$ cat src/rtl/display_scan_driver_pkg.sv
// Shared alarm-clock display definitions.
// Holds the display geometry, the digit-index type and the segment bit order
// used on the 28-bit segment bus. It also provides two helpers:
//   digit_segs  - pulls one digit's 7 segments out of the bus
//   anode_sel_n - one-hot-low anode pattern for a digit index
package display_scan_driver_pkg;

    localparam int NUM_DIGITS = 4;
    localparam int SEG_W      = 7;
    localparam int SEG_BUS_W  = NUM_DIGITS * SEG_W;

    typedef logic [1:0] digit_t;

    localparam digit_t LAST_DIGIT = 2'd3;

    // Segment bit positions inside one 7-bit digit field.
    localparam int SEG_A = 0;
    localparam int SEG_B = 1;
    localparam int SEG_C = 2;
    localparam int SEG_D = 3;
    localparam int SEG_E = 4;
    localparam int SEG_F = 5;
    localparam int SEG_G = 6;

    // Digit i occupies bus[7i+6:7i]; digit 0 is the rightmost digit.
    function automatic logic [SEG_W-1:0] digit_segs(input logic [SEG_BUS_W-1:0] bus,
                                                    input digit_t d);
        logic [SEG_W-1:0] r;
        r = bus[6:0];
        case (d)
            2'd0: r = bus[6:0];
            2'd1: r = bus[13:7];
            2'd2: r = bus[20:14];
            2'd3: r = bus[27:21];
            default: r = bus[6:0];
        endcase
        return r;
    endfunction

    function automatic logic [NUM_DIGITS-1:0] anode_sel_n(input digit_t d);
        logic [NUM_DIGITS-1:0] r;
        r    = '1;
        r[d] = 1'b0;
        return r;
    endfunction

endpackage

$ cat src/rtl/display_scan_driver_scan_timer.sv
// Scan timing for the 4-digit multiplexed display.
// Produces the slot position, the active digit, the PWM phase and the
// frame-level blink phase.
// Ports:
//   clk, reset   - system clock, asynchronous active-high reset
//   blink_en     - blink request latched for the current frame
//   digit        - digit whose slot is running
//   pwm_cnt      - PWM phase inside the ON part of the slot
//   slot_start   - first cycle of a digit slot (divider at 0)
//   on_phase     - slot is past its blank interval
//   frame_end    - last cycle of digit 3's slot
//   blink_phase  - 1 while the current blink half-period is the dark one
module scan_timer
    import display_scan_driver_pkg::*;
#(
    parameter int SCAN_DIV     = 1000,
    parameter int BLANK_CYCLES = 50,
    parameter int BLINK_FRAMES = 125
) (
    input  logic       clk,
    input  logic       reset,
    input  logic       blink_en,
    output digit_t     digit,
    output logic [2:0] pwm_cnt,
    output logic       slot_start,
    output logic       on_phase,
    output logic       frame_end,
    output logic       blink_phase
);

    localparam int DIV_W = (SCAN_DIV > 1) ? $clog2(SCAN_DIV) : 1;
    localparam int FRM_W = (BLINK_FRAMES > 0) ? $clog2(BLINK_FRAMES + 1) : 1;

    localparam logic [DIV_W-1:0] DIV_LAST  = DIV_W'(SCAN_DIV - 1);
    localparam logic [DIV_W-1:0] BLANK_END = DIV_W'(BLANK_CYCLES);
    localparam logic [FRM_W-1:0] FRM_LAST  = FRM_W'(BLINK_FRAMES - 1);

    logic [DIV_W-1:0] div_cnt;
    logic [FRM_W-1:0] frame_cnt;
    logic             slot_end;

    assign slot_end   = (div_cnt == DIV_LAST);
    assign slot_start = (div_cnt == '0);
    assign on_phase   = (div_cnt >= BLANK_END);
    assign frame_end  = slot_end && (digit == LAST_DIGIT);

    always_ff @(posedge clk or posedge reset) begin
        if (reset) begin
            div_cnt <= '0;
            digit   <= '0;
            pwm_cnt <= '0;
        end else if (slot_end) begin
            div_cnt <= '0;
            digit   <= digit + 2'd1;
            pwm_cnt <= '0;
        end else begin
            div_cnt <= div_cnt + 1'b1;
            if (on_phase) begin
                pwm_cnt <= pwm_cnt + 3'd1;
            end
        end
    end

    // Held at zero whenever blinking is off, so a fresh blink request always
    // begins with a visible half-period.
    always_ff @(posedge clk or posedge reset) begin
        if (reset) begin
            frame_cnt   <= '0;
            blink_phase <= 1'b0;
        end else if (!blink_en) begin
            frame_cnt   <= '0;
            blink_phase <= 1'b0;
        end else if (frame_end) begin
            if (frame_cnt == FRM_LAST) begin
                frame_cnt   <= '0;
                blink_phase <= ~blink_phase;
            end else begin
                frame_cnt <= frame_cnt + 1'b1;
            end
        end
    end

endmodule

$ cat src/rtl/display_scan_driver.sv
// Multiplexed driver for a 4-digit common-anode 7-segment display.
// Each digit slot starts with an all-off blank interval, then lights the
// digit under 3-bit PWM. The segment bus and blink request are snapshotted
// once per frame so a frame never mixes old and new data.
// Ports:
//   clk, reset  - system clock, asynchronous active-high reset
//   segIn       - active-high segments, digit i at [7i+6:7i]
//   blink       - blink request
//   brightness  - lit for (brightness+1)/8 of the ON phase
//   segOut_n    - active-low segments of the current digit
//   anode_n     - active-low digit enables, at most one low
//   frameStart  - one-cycle pulse when outputs first show digit 0's slot
module display_scan_driver
    import display_scan_driver_pkg::*;
#(
    parameter int SCAN_DIV     = 1000,
    parameter int BLANK_CYCLES = 50,
    parameter int BLINK_FRAMES = 125
) (
    input  logic        clk,
    input  logic        reset,
    input  logic [27:0] segIn,
    input  logic        blink,
    input  logic [2:0]  brightness,
    output logic [6:0]  segOut_n,
    output logic [3:0]  anode_n,
    output logic        frameStart
);

    digit_t               digit;
    logic [2:0]           pwm_cnt;
    logic                 slot_start;
    logic                 on_phase;
    logic                 frame_end;
    logic                 blink_phase;
    logic [SEG_BUS_W-1:0] seg_snap;
    logic                 blink_snap;
    logic                 frame_seen;
    logic                 lit;

    scan_timer #(
        .SCAN_DIV     (SCAN_DIV),
        .BLANK_CYCLES (BLANK_CYCLES),
        .BLINK_FRAMES (BLINK_FRAMES)
    ) u_scan_timer (
        .clk         (clk),
        .reset       (reset),
        .blink_en    (blink_snap),
        .digit       (digit),
        .pwm_cnt     (pwm_cnt),
        .slot_start  (slot_start),
        .on_phase    (on_phase),
        .frame_end   (frame_end),
        .blink_phase (blink_phase)
    );

    // blink_snap gates blink_phase: when blinking stops, the frame that
    // follows is visible even though blink_phase clears one cycle later.
    assign lit = on_phase && (pwm_cnt <= brightness) && !(blink_snap && blink_phase);

    always_ff @(posedge clk or posedge reset) begin
        if (reset) begin
            seg_snap   <= '0;
            blink_snap <= 1'b0;
            frame_seen <= 1'b0;
        end else if (frame_end) begin
            seg_snap   <= segIn;
            blink_snap <= blink;
            frame_seen <= 1'b1;
        end
    end

    // Outputs are registered straight from the timer state, so the pins lag
    // the internal slot position by one cycle. frame_seen keeps frameStart
    // quiet on the first (snapshot-less) frame after reset.
    always_ff @(posedge clk or posedge reset) begin
        if (reset) begin
            anode_n    <= 4'b1111;
            segOut_n   <= 7'h7F;
            frameStart <= 1'b0;
        end else begin
            frameStart <= slot_start && (digit == 2'd0) && frame_seen;
            if (lit) begin
                anode_n  <= anode_sel_n(digit);
                segOut_n <= ~digit_segs(seg_snap, digit);
            end else begin
                anode_n  <= 4'b1111;
                segOut_n <= 7'h7F;
            end
        end
    end

endmodule

$ cat config.mk
export PLATFORM = sky130hd
export DESIGN_NAME = display_scan_driver
export DESIGN_NICKNAME = d
export VERILOG_FILES = /design/src/rtl/display_scan_driver_pkg.sv /design/src/rtl/display_scan_driver_scan_timer.sv /design/src/rtl/display_scan_driver.sv
export SDC_FILE = /design/constraint.sdc
export NUM_CORES = 1
export LEC_CHECK = 0
export BUFFER_PORTS_ARGS = -buffer_cell sky130_fd_sc_hd__buf_4
export CAP_MARGIN = 0
export CORE_ASPECT_RATIO = 0.8
export CORE_MARGIN = 3
export CORE_UTILIZATION = 41
export CTS_CLUSTER_SIZE = 20
export DETAILED_ROUTE_END_ITERATION = 6
export PLACE_DENSITY = 0.69
export SYNTH_ARGS = -nofsm -noshare
export SYNTH_HDL_FRONTEND = slang
export SYNTH_SLANG_ARGS = --single-unit
export TNS_END_PERCENT = 1
$ cat constraint.sdc
create_clock -name clk -period 2 [get_ports clk]
set_clock_uncertainty 0.15 [all_clocks]
set_input_delay 0.2 -clock clk [delete_from_list [all_inputs] [get_ports clk]]
set_output_delay 0.2 -clock clk [all_outputs]
set_load 0.05 [all_outputs]
==> results.cfg <==
[drt]
wl_um = 6420
via_per_inst = 5.14
drt_first_iter_violations = 119
routedWlPerCell_um = 14.5
drc_errors = 0
drtPass1Iterations = 5
vias = 2277
ant_nets = 0

[logic_synthesis]
ys.warnings.count = 0
async_reset_ff_frac = 1.00
syn_nets = 311
syn_area_um2 = 3050
seq_area_frac_synth = 0.538
synthDistinctLibCells = 46
synth_top_flop_cell = dfrtp_1
synth-seq-cells = 65
synth-edff-count = 0
synth_area_per_cell_um2 = 11.6
syn_inst = 263

[placement]
numPortBuffers = 45
gp_congestion = 0.798
dp_hpwl_um = 4310

[die]
start_util = 0.432
rows = 27
fp.coreArea_um2 = 7060
die_h_um = 83.1
pin_count = 46
fp.dieW_um = 102
die_area_um2 = 8510

[layout]
drive_above_1_share = 0.351
finish.net_count = 399
seq_area_um2 = 1640
fill_cells = 573
multi_input_area_um2 = 1300
antenna_cells = 0
syn2layout_area_growth_pct = 33.2

[power]
power.density_nw_per_um2 = 608
p_leak_nw = 1.81
power_mw = 2.47
worst_ir_drop_vdd_uv = 412

[timing]
finalHoldViolations = 0
slew_viol_final = 0
max_clock_freq_ghz = 0.531
tightest_slew_ns = 0.412
fin_setup_tns_ns = 0
finalSetupViolations = 0
rsz0062_at_grt = false
finalCritPeriodShare = 0.942
min_period_ns = 1.88
slew_headroom = 0.726

[clock_network]
cts_sinks = 65
h-tree-depth = 3
clock_latency_ns = 0.34
clkSlewWorstSetupHoldPaths_ns = 0.07
ctsRootBufferMaster = clkbuf_8
clock_path_buffers = 2
numCtsBuffers = 9
cts_tree = done

[global_routing]
grt_max_degree = 66
antenna_found_initial = 0
grt_pass1_vias = 2192
grt_pass1_wl_um = 10800
overflow = 0
grt_usage = 0.162

[worst_setup_path]
cp_max_fo = 8
crit_path_start_kind = flip-flop
crit_type = reg2reg
cp.required_ns = 2.11
worstRegToRegCells = 5
end_kind = flip-flop
arrival_ns = 1.99

[outcome]
status = finished clean

[job]
drv_cap = 0

[worst_hold_path]
hp-class = in2async
-- synthesized netlist by cell type (all sizes together), types with 2 or more instances --
library cell  instances  area (um^2)
dfrtp                54         1350
mux2                 29          327
nand3                20          100
nand2                18         67.6
ha                   14          175
o21ai                13         65.1
inv                  12         45.0
dfstp                11          289
nor2                 10         37.5
a21oi                 9         45.0
buf                   8         47.5
a222oi                7         70.1
clkbuf                7         26.3
nand4                 6         58.8
and4                  4         37.5
nand3b                4         30.0
xor2                  4         35.0
a21boi                3         22.5
and2                  3         18.8
nand2b                3         18.8
xnor2                 3         26.3
and3                  2         12.5
nor2b                 2         12.5
nor4                  2         12.5
o22ai                 2         12.5
or4b                  2         20.0
-- where the power goes --
group          switching [mW]  total [mW]  internal [mW]
Combinational          0.0631       0.176          0.113
Clock                   0.491       0.931          0.440
Sequential             0.0169        1.36           1.35
-- final timing paths --
path / start / slack [ns] / end
worst min register to register: frame_seen / 0.33 / frame_seen
worst max register to register: u_scan_timer.div_cnt[0] / 0.12 / u_scan_timer.frame_cnt[6]
max in group asynchronous: reset / 1.05 / segOut_n[6]
worst max-delay path: u_scan_timer.div_cnt[0] / 0.12 / u_scan_timer.frame_cnt[6]
min in group clk: frame_seen / 0.33 / frame_seen
worst min-delay path: reset / 0.32 / seg_snap[16]
-- layer usage --
metal  part of all wire  vias up  global-route usage  wire length (um)
met1               0.49     1108               0.239              3170
li1                   -     1116                   -                 -
met5                  0        -                   0                 0
met2               0.45       48               0.227              2910
met4             0.0084        0              0.0501                54
met3              0.044        5              0.0512               281
-- kinds of logic after synthesis --
| logic type | Yosys count | synth area share |
|---|---|---|
| compound gates | 39 | 0.0834 |
| xor+xnor | 7 | 0.0201 |
| fa+ha+maj | 14 | 0.0575 |
| buf+inv | 27 | 0.0390 |
| flops | 65 | 0.538 |
| mux | 30 | 0.110 |
| simple gates | 81 | 0.151 |
-- layout by cell type, fill, tap and decap left out, drive strengths merged, types with 9 or more instances in the layout --
| cell | instances |
|---|---|
| ha | 14 |
| nand2 | 18 |
| dfrtp | 54 |
| nor2 | 10 |
| a21oi | 9 |
| inv | 12 |
| dfstp | 11 |
| dlygate4sd3 | 30 |
| mux2 | 29 |
| o21ai | 13 |
| nand3 | 20 |
| buf | 62 |
| clkbuf | 10 |
-- metrics by stage --
stage | instance area (um^2) | util | setup slack, ns | std cells | hold WS, ns
finish | 4060 | 0.575 | 0.117 | 443 | 0.322
global route | 4060 | 0.575 | 0.00163 | 443 | 0.339
CTS | 4030 | 0.570 | 0.0244 | 440 | 0.329
detailed placement | 3560 | 0.505 | 0.0329 | 394 | 0.155
global placement | 3560 | 0.505 | 0.119 | 394 | 0.152
floorplan | 3050 | - | 0.0418 | 263 | 0.201
-- critical path, stage by stage (launching register included) --
cell and delay, ns:
dfrtp_1 0.41, ha_2 0.22, and2_2 0.20, nand4_4 0.16, or4_1 0.51, a21boi_1 0.16
-- registers in the layout, indices dropped and copies added (netlist names) --
| signal | cells |
|---|---|
| anode_n | 4 |
| frameStart | 1 |
| blink_snap | 1 |
| u_scan_timer.div_cnt | 10 |
| frame_seen | 1 |
| u_scan_timer.blink_phase | 1 |
| u_scan_timer.frame_cnt | 7 |
| segOut_n | 7 |
| seg_snap | 28 |
| u_scan_timer.digit | 2 |
| u_scan_timer.pwm_cnt | 3 |
-- final cells by class --
type,instances,area share
flip-flops and latches,65,0.404
multi-input cells,171,0.320
repair buffers,92,0.198
clock buffers,10,0.0314
well taps,87,0.0268
inverters,12,0.0111
clock inverters,6,0.00863
-- repair_timing --
item / CTS / global route
gates resized for setup: 0 / 4
hold buffers: 30 / 0
buffers inserted: 0 / 3
endpoints found under the setup margin: 0 / 5
endpoints found under the hold margin: 83 / 0
Note: power is estimated with default switching activity, not from simulation.
